--- src/rtl/systolic_pkg.sv ---
// rtl/systolic_pkg.sv - shared sizing constants and FSM state type for the skew feeder
// Purpose: single source of the array dimension, operand width, drain timeout,
//          feed length and the feeder state encoding.
// Ports:   none (package).
package systolic_pkg;

    // A wavefront through an N x N array needs 2N-1 steps to cover every anti-diagonal.
    function automatic int feed_steps(input int n);
        return 2 * n - 1;
    endfunction

    localparam int N          = 4;
    localparam int DW         = 8;
    localparam int TIMEOUT    = 16;
    localparam int FEED_STEPS = feed_steps(N);

    typedef enum logic [2:0] {
        IDLE  = 3'd0,
        CLEAR = 3'd1,
        FEED  = 3'd2,
        DRAIN = 3'd3,
        DONE  = 3'd4
    } feed_state_t;

endpackage

--- src/rtl/skew_lane.sv ---
// rtl/skew_lane.sv - one skewed output lane: picks the element due at step k, else 0
// Purpose: element e of this lane's row/column is presented at step k = LANE + e,
//          which produces the diagonal skew a systolic array expects.
// Ports:   feeding  - high only while the feeder is in FEED
//          k        - current feed step
//          elems    - the lane's N elements packed, element 0 in the low bits
//          lane_out - selected element, or 0 when nothing is due
module skew_lane #(
    parameter int N    = 4,
    parameter int DW   = 8,
    parameter int KW   = 3,
    parameter int LANE = 0
) (
    input  logic            feeding,
    input  logic [KW-1:0]   k,
    input  logic [N*DW-1:0] elems,
    output logic [DW-1:0]   lane_out
);

    always_comb begin
        lane_out = '0;
        if (feeding) begin
            for (int e = 0; e < N; e++) begin
                if (k == KW'(e + LANE)) begin
                    lane_out = elems[e*DW +: DW];
                end
            end
        end
    end

endmodule

--- src/rtl/matrix_skew_feeder.sv ---
// rtl/matrix_skew_feeder.sv - holds matrices A and B and feeds them skewed into a systolic array
// Purpose: register-file style loading of A/B while idle, then one run:
//          CLEAR (array reset pulse) -> FEED (2N-1 skewed steps) -> DRAIN (wait for
//          arr_done or timeout) -> DONE (one-cycle feed_done).
// Ports:   clk, rst (sync, active low)
//          wr_en/wr_sel/wr_addr/wr_data - element write, accepted only in IDLE
//          start       - begins a run from IDLE
//          arr_done    - array completion, observed only in DRAIN
//          busy, feed_done, timeout_err (sticky), arr_rst (active-low array clear)
//          out_left1..4 - A rows, out_up1..4 - B columns, skewed by lane index
// The four-lane output ports assume N = 4.
module matrix_skew_feeder
    import systolic_pkg::*;
#(
    parameter int N       = systolic_pkg::N,
    parameter int DW      = systolic_pkg::DW,
    parameter int TIMEOUT = systolic_pkg::TIMEOUT
) (
    input  logic                    clk,
    input  logic                    rst,
    input  logic                    wr_en,
    input  logic                    wr_sel,
    input  logic [2*$clog2(N)-1:0]  wr_addr,
    input  logic [DW-1:0]           wr_data,
    input  logic                    start,
    input  logic                    arr_done,
    output logic                    busy,
    output logic                    feed_done,
    output logic                    timeout_err,
    output logic                    arr_rst,
    output logic [DW-1:0]           out_left1,
    output logic [DW-1:0]           out_left2,
    output logic [DW-1:0]           out_left3,
    output logic [DW-1:0]           out_left4,
    output logic [DW-1:0]           out_up1,
    output logic [DW-1:0]           out_up2,
    output logic [DW-1:0]           out_up3,
    output logic [DW-1:0]           out_up4
);

    localparam int AW    = $clog2(N);
    localparam int STEPS = feed_steps(N);
    localparam int KW    = (STEPS > 1) ? $clog2(STEPS) : 1;
    localparam int CW    = $clog2(TIMEOUT + 1);

    feed_state_t state_q, state_d;

    logic [KW-1:0] k_q;
    logic [CW-1:0] drain_cnt_q;
    logic          timeout_err_q;

    logic [DW-1:0] a_mem [N][N];
    logic [DW-1:0] b_mem [N][N];

    logic [AW-1:0] wr_row, wr_col;
    logic          feed_last, drain_expired, feeding;

    assign wr_row = wr_addr[2*AW-1:AW];
    assign wr_col = wr_addr[AW-1:0];

    assign feed_last     = (k_q == KW'(STEPS - 1));
    assign drain_expired = (drain_cnt_q == CW'(TIMEOUT - 1));

    // Next-state logic
    always_comb begin
        state_d = state_q;
        case (state_q)
            IDLE:    if (start) state_d = CLEAR;
            CLEAR:   state_d = FEED;
            FEED:    if (feed_last) state_d = DRAIN;
            DRAIN:   if (arr_done || drain_expired) state_d = DONE;
            DONE:    state_d = IDLE;
            default: state_d = IDLE;
        endcase
    end

    always_ff @(posedge clk) begin
        if (!rst) begin
            state_q <= IDLE;
        end else begin
            state_q <= state_d;
        end
    end

    // Step counter, drain counter and the sticky timeout flag
    always_ff @(posedge clk) begin
        if (!rst) begin
            k_q           <= '0;
            drain_cnt_q   <= '0;
            timeout_err_q <= 1'b0;
        end else begin
            k_q         <= (state_q == FEED)  ? k_q + 1'b1 : '0;
            drain_cnt_q <= (state_q == DRAIN) ? drain_cnt_q + 1'b1 : '0;
            if (state_q == IDLE && start) begin
                timeout_err_q <= 1'b0;
            end else if (state_q == DRAIN && !arr_done && drain_expired) begin
                // arr_done arriving on the final drain cycle still counts as a clean finish
                timeout_err_q <= 1'b1;
            end
        end
    end

    // Matrix storage; a write in the same IDLE cycle as start is still committed
    always_ff @(posedge clk) begin
        if (!rst) begin
            for (int r = 0; r < N; r++) begin
                for (int c = 0; c < N; c++) begin
                    a_mem[r][c] <= '0;
                    b_mem[r][c] <= '0;
                end
            end
        end else if (state_q == IDLE && wr_en) begin
            if (wr_sel) begin
                b_mem[wr_row][wr_col] <= wr_data;
            end else begin
                a_mem[wr_row][wr_col] <= wr_data;
            end
        end
    end

    // Outputs are qualified with rst so they read idle for the whole reset cycle,
    // not just after the first reset edge.
    assign feeding     = rst && (state_q == FEED);
    assign busy        = rst && (state_q != IDLE);
    assign feed_done   = rst && (state_q == DONE);
    assign timeout_err = rst && timeout_err_q;
    assign arr_rst     = rst && (state_q != CLEAR);

    logic [N*DW-1:0] a_row [N];
    logic [N*DW-1:0] b_col [N];
    logic [DW-1:0]   left_s [N];
    logic [DW-1:0]   up_s [N];

    for (genvar i = 0; i < N; i++) begin : g_lane
        for (genvar c = 0; c < N; c++) begin : g_pack
            assign a_row[i][c*DW +: DW] = a_mem[i][c];
            assign b_col[i][c*DW +: DW] = b_mem[c][i];
        end

        skew_lane #(.N(N), .DW(DW), .KW(KW), .LANE(i)) u_left (
            .feeding  (feeding),
            .k        (k_q),
            .elems    (a_row[i]),
            .lane_out (left_s[i])
        );

        skew_lane #(.N(N), .DW(DW), .KW(KW), .LANE(i)) u_up (
            .feeding  (feeding),
            .k        (k_q),
            .elems    (b_col[i]),
            .lane_out (up_s[i])
        );
    end

    assign out_left1 = left_s[0];
    assign out_left2 = left_s[1];
    assign out_left3 = left_s[2];
    assign out_left4 = left_s[3];
    assign out_up1   = up_s[0];
    assign out_up2   = up_s[1];
    assign out_up3   = up_s[2];
    assign out_up4   = up_s[3];

endmodule

--- config.mk ---
export PLATFORM = sky130hd
export DESIGN_NAME = matrix_skew_feeder
export DESIGN_NICKNAME = d
export VERILOG_FILES = /design/src/rtl/systolic_pkg.sv /design/src/rtl/skew_lane.sv /design/src/rtl/matrix_skew_feeder.sv
export SDC_FILE = /design/constraint.sdc
export NUM_CORES = 1
export LEC_CHECK = 0
export CORE_ASPECT_RATIO = 1.25
export CORE_MARGIN = 2
export CORE_UTILIZATION = 53
export CTS_BUF_LIST = sky130_fd_sc_hd__clkbuf_16
export CTS_CLUSTER_DIAMETER = 40
export DETAILED_ROUTE_END_ITERATION = 12
export PLACE_DENSITY = 0.75
export RECOVER_POWER = 25
export SLEW_MARGIN = 15
export SYNTH_ARGS = -nofsm -noshare
export SYNTH_HDL_FRONTEND = slang
export SYNTH_HIERARCHICAL = 1
export SYNTH_SLANG_ARGS = --single-unit
--- constraint.sdc ---
create_clock -name clk -period 2.6 [get_ports clk]
set_clock_uncertainty 0.2 [all_clocks]
set_input_delay 0.39 -clock clk [delete_from_list [all_inputs] [get_ports clk]]
set_output_delay 0.39 -clock clk [all_outputs]
set_load 0.1 [all_outputs]
* Yosys cells after proc, flatten, opt, wreduce, memory -nomap -nowiden *
Memory sizes are Yosys's and may differ from the RTL's.
Cells that the tools add are included.

operators by class
  $add $sub $neg = 2
  $lt $le $gt $ge = 2
  eq/ne operators = 15
  muxes and demuxes = 61
  bitwise operators = 2
  reductions and logical operators = 21

operators by type and width
  cell                 count
  $mux 8               41
  $mux 32              6
  $reduce_or 32->1     2
  $demux 8 s2          1
  $eq 3x2->1 const B   4
  $eq 3x3->1 const B   4
  $pmux 3 s4           1
  $logic_and 1x1->1    10
  $mux 3               3
  $mux 1               7
  $eq 3x1->1 const B   2
  $logic_not 3->1      2
  $ne 2x2->1 const B   3
  $add 5x1->5 const B  1
  $eq 5x4->1 const B   1
  $mux 2               2
  $reduce_and 2->1     2
  $add 3x1->3 const B  1
  $ge 3x3->1 const B   1
  $lt 3x1->1 const B   1
  $ne 3x1->1 const B   1
  $not 2->3            1
  $reduce_and 3->1     1
  $reduce_bool 3->1    1
  other kinds (4)      4

storage, ports and cells
  flip-flop bits (word level) = 12
  bits in writable memories = 256
  output and inout bits = 68
  logic and storage cells = 109
  memories kept = 2

memories
  memory  words  width  rd ports  clocked after Yosys merged registers in  write ports  line                      source
  a_mem   4      32     4         0                                        4            matrix_skew_feeder.sv:52  logic [DW-1:0] a_mem [N][N];
  b_mem   4      32     4         0                                        4            matrix_skew_feeder.sv:53  logic [DW-1:0] b_mem [N][N];

* Longest topological paths before layout *
  depth in word-level cells = 8
  gate-level depth with buffers = 7
  mapped depth without buffers = 6

* Cells and area by module *
Netlist, hierarchy kept.

by module, submodules not included
  module                             instances  cells each  area each (µm²)  seq. area each (µm²)
  matrix_skew_feeder                 1          738         10097.2          7927.6
  skew_lane at g_lane[1].u_left ...  2          32          262.8            0.0
  skew_lane at g_lane[3].u_left ...  2          31          261.5            0.0
  skew_lane at g_lane[2].u_left ...  2          28          256.5            0.0
  skew_lane at g_lane[0].u_left ...  2          29          252.7            0.0

* Worst setup path before layout *
OpenSTA, ideal clock, no wires.

  path type = register -> output
  start point = register state_q[2]
  end point = output port out_left1[0]
  data arrival time = 2.993 ns
  setup slack = -0.983 ns
  stages on the path, launching flop included = 8
  path through = dfxtp_1 buf_2 nor2_1 nand3_1 inv_1 or3b_1 buf_6 o22ai_1

on the way
  word-level cells in the longest chain between the ends = 3

ends and longest elaborated chain
  item                      line                       source
  start: declaration        matrix_skew_feeder.sv:46   feed_state_t state_q, state_d;
  start signal: assignment  matrix_skew_feeder.sv:81   state_q <= state_d;
  $eq 3x2->1                matrix_skew_feeder.sv:123  assign feeding = rst && (state_q == FEED);
  $logic_and 1x1->1         matrix_skew_feeder.sv:123
  named net feeding         matrix_skew_feeder.sv:56   logic feed_last, drain_expired, feeding;
  $mux 8                    skew_lane.sv:22            if (feeding) begin
  end: declaration          matrix_skew_feeder.sv:31   output logic [DW-1:0] out_left1,

The timed path passes the listed nets, and every way through them passes these cells.

* Worst setup path in the final report *
  start point = register state_q[2]
  end point = output port out_up1[5]

on the way
  word-level cells in the longest chain between the ends = 3

ends and longest elaborated chain
  item               line                       source
  $eq 3x2->1         matrix_skew_feeder.sv:123
  $logic_and 1x1->1  matrix_skew_feeder.sv:123
  named net feeding  matrix_skew_feeder.sv:56
  $mux 8             skew_lane.sv:22
  end: declaration   matrix_skew_feeder.sv:35   output logic [DW-1:0] out_up1,

The timed path passes the listed nets, and every way through them passes these cells.

==> qor.txt <==
status: complete, but fails checks
failing checks: negative setup slack
CTS Root Cell: clkbuf_16
P_sw: 2.25 mW
Antenna Nets Post-Route: 0
design area: 16700 um2
Placed Area: 15300 um2
Detailed Route Iter0 Violations: 1010
Max IR drop VDD: 0.471 mV
met2 routed WL: 17600 um
clock tree from TritonCTS: built
Max-slew headroom: 52.7%
Synth area leaders: edfxtp_1 (63%), mux2i_1 (7.9%), nor2_1 (7.5%)
Max Freq: 368 MHz
Mapped Area: 12200 um2
via count: 8801
Die Area: 24200 um2
Seq/Total Area, Yosys: 65.2%
gp weighted congestion: 0.919
fillers: 1402
area leader, netlist: edfxtp_1
Clock Tree Buf Depth: 3
CTS H-Tree Depth: 1
worst path required time: 2.01 ns
most common cell in the netlist: edfxtp_1
crit share post-route: 105%
worst-path maximum fanout: 4
nets: 1183
pin count of the biggest net entering global routing: 33
slowest CP cell: or3b_4
reg2reg path depth: 6
Comb power frac: 8.1%
met3 WL: 2600 um
Via density: 5.98
total track usage: 27.7%
Largest stage delay, worst path: 0.41 ns
Syn Area/Cell: 12.4 um2
crit end category: primary output
vias in the first global route: 8940
initial antenna violation count: 0
Setup crit end: out_up1[5]
IO buf count: 85
share of cells above drive strength 1: 29.2%
Max Used Layer: met4
DR WL/cell: 23.0 um
die width: 140 um
met1 WL: 11900 um
pre-CTS setup slack: -0.203 ns
hold_buf cts: 0
adder-cell share of the synthesized area: 0.411%
Post-synth EDFFs: 256
final slew viol count: 0
CTS sink cnt: 268
Final Core Density: 73.5%
Yosys cell types: 48
first-pass GRT wire length: 51200 um
Internal Power: 7.60 mW
Worst Hold Class: reg -> reg
io pins: 86
Area growth, synth to finish: 37.2%
Setup Viol. Count Final: 35
# DRC: 0
Critical R2R Capture: b_mem[2][21]$_SDFFCE_PN0P_
Post-synth top cells: edfxtp_1 (256), nor2_1 (242), mux2i_1 (96)
Power Dens Cells: 590 nW/um2
GRT Residual Overflow: 0
fin crit period: 2.72 ns
multi-input logic area: 4680 um2
critical path startpoint: state_q[2]$_SDFFE_PN0P_
flops & latches, synth: 268
total stage count of the critical path: 7
fin worst setup slack: -0.117 ns
total of max-cap violations: 0
critical path's top delay family: simple AND/OR/NAND/NOR gates
Post-Synth XOR/XNOR Area: 0.216%
worst-margin pin slew: 0.708 ns
first drt pass iteration count: 6
Inserted Clock Buffers: 30
crit path kind: reg -> out
post-synthesis mux area share: 7.90%
Hold Slack: 0.250 ns
Clock transition at path regs: 0.06 ns
reg-to-reg slack, setup: 0.07 ns
switch share: 22.8%
worst path cell trace: nor2_4 -> nand3_4 -> clkinv_4 -> or3b_4 -> buf_8 -> o22ai_4 -> buf_12
Seq pwr share: 50.0%
critical path arrival: 2.13 ns
ys async rst share: 0%
Sequential cell area: 7940 um2
LEAKAGE: 5.39 nW
crit path buf inv count: 3
top-area cell type share of the netlist area: 63.2%
worst-skew pair later-pin latency: 0.53 ns
prevailing post-synth register cell: edfxtp_1
Syn Nets: 1000
Die Y-Extent: 173 um
RR Startpoint: state_q[0]$_SDFFE_PN0P_
clock group share of total power: 41.9%
Tot Pwr: 9.85 mW
Core Region: 22700 um2
yosys warns: 6
main combinational cell family by area after synthesis: simple AND/OR/NAND/NOR gates
Post-Synth Simple-Gate Area: 15.6%
RSZ-0062 raised after global routing: yes
# diodes: 0
crit path launch type: register
initial core utilization: 53.5%
row count: 62
final wirelength: 33900 um
DP HPWL: 23500 um
Mapped Cells: 978
Compound-Gate Fraction of Synth Area: 6.92%
count of final hold-check violations: 0
==> cells by family (layout without fill, tap and decap cells) <==
logic type,Yosys count,after routing
xor gates and xnor gates,3,3
buffers and inverters,74,279
muxes,96,96
and+or+nand+nor,405,405
adders and majority gates,4,4
AOI/OAI and AO/OA,128,128
DFF,268,268
==> what timing repair did <==
| item | 4_1_cts | 5_1_grt |
|---|---|---|
| buffers inserted | 11 | 2 |
| pin swaps | 26 | 19 |
| setup endpoints to repair | 64 | 64 |
| resized for setup | 50 | 29 |
==> metal layers <==
metal	up-vias	global-route usage [%]
met2	464	48.4
met1	4300	33.8
met3	106	4.12
li1	3931	-
met4	0	13.2
met5	-	0
==> power groups by stage <==
stage          clock network [mW]  logic, mW  registers [mW]
4_1_cts                      4.14      0.786            4.92
3_5_place_dp                    0      0.734            5.01
5_1_grt                      4.33      0.835            4.93
3_3_place_gp                    0      0.722            5.00
2_1_floorplan                   0      0.452            4.99
6_report                     4.12      0.801            4.92
==> worst reg2reg max path, delay by kind of cell (launching register included) <==
family	cells	cell delay (ns)
flops	1	0.34
buf+inv	3	0.90
simple gates	3	0.88
==> registers in the layout (all words and copies together) (netlist names) <==
name and cells:
a_mem 128, b_mem 128, drain_cnt_q 5, k_q 3
state_q 3, timeout_err_q 1
==> through the flow <==
step,std cells,setup TNS (ns)
detailed placement,1404,-9.58
CTS,1469,-3.64
finish,1471,-1.96
global route,1471,-4.34
floorplan,978,-1.41
global placement,1404,-4.49
==> layout make-up <==
type	count	share of cell area [%]
Multi-Input combinational cell	636	28.0
Timing Repair Buffer	220	16.2
Clock buffer	31	4.65
Clock inverter	23	1.22
Inverter	5	0.142
Sequential cell	268	47.6
Tap cell	288	2.16
==> how the worst min path moves through the flow <==
stage | to | from | slack [ns] | depth (start not counted)
after floorplan | drain_cnt_q[0]$_SDFF_PN0_ | drain_cnt_q[0]$_SDFF_PN0_ | 0.22 | 1
after global placement | drain_cnt_q[0]$_SDFF_PN0_ | drain_cnt_q[0]$_SDFF_PN0_ | 0.23 | 1
after detailed placement | drain_cnt_q[0]$_SDFF_PN0_ | drain_cnt_q[0]$_SDFF_PN0_ | 0.25 | 1
after CTS | drain_cnt_q[0]$_SDFF_PN0_ | drain_cnt_q[0]$_SDFF_PN0_ | 0.26 | 1
after global routing | drain_cnt_q[0]$_SDFF_PN0_ | drain_cnt_q[0]$_SDFF_PN0_ | 0.28 | 1
final | drain_cnt_q[0]$_SDFF_PN0_ | drain_cnt_q[0]$_SDFF_PN0_ | 0.25 | 1
==> placed cells by master, fill, tap and decap left out, types with 12 or more instances in the layout <==
cell and n:
clkbuf_16 31, buf_4 96, clkdlybuf4s50_1 17, mux2i_1 83, nand3_1 15, nand2_1 50, buf_12 79, and2_1 26
nand3b_1 13, o21ai_0 28, mux2i_2 13, a22oi_2 13, edfxtp_1 256, a22oi_1 19, nor2_1 241, clkbuf_1 12
o22ai_4 57
No activity file was read; power rests on OpenSTA's default activity.
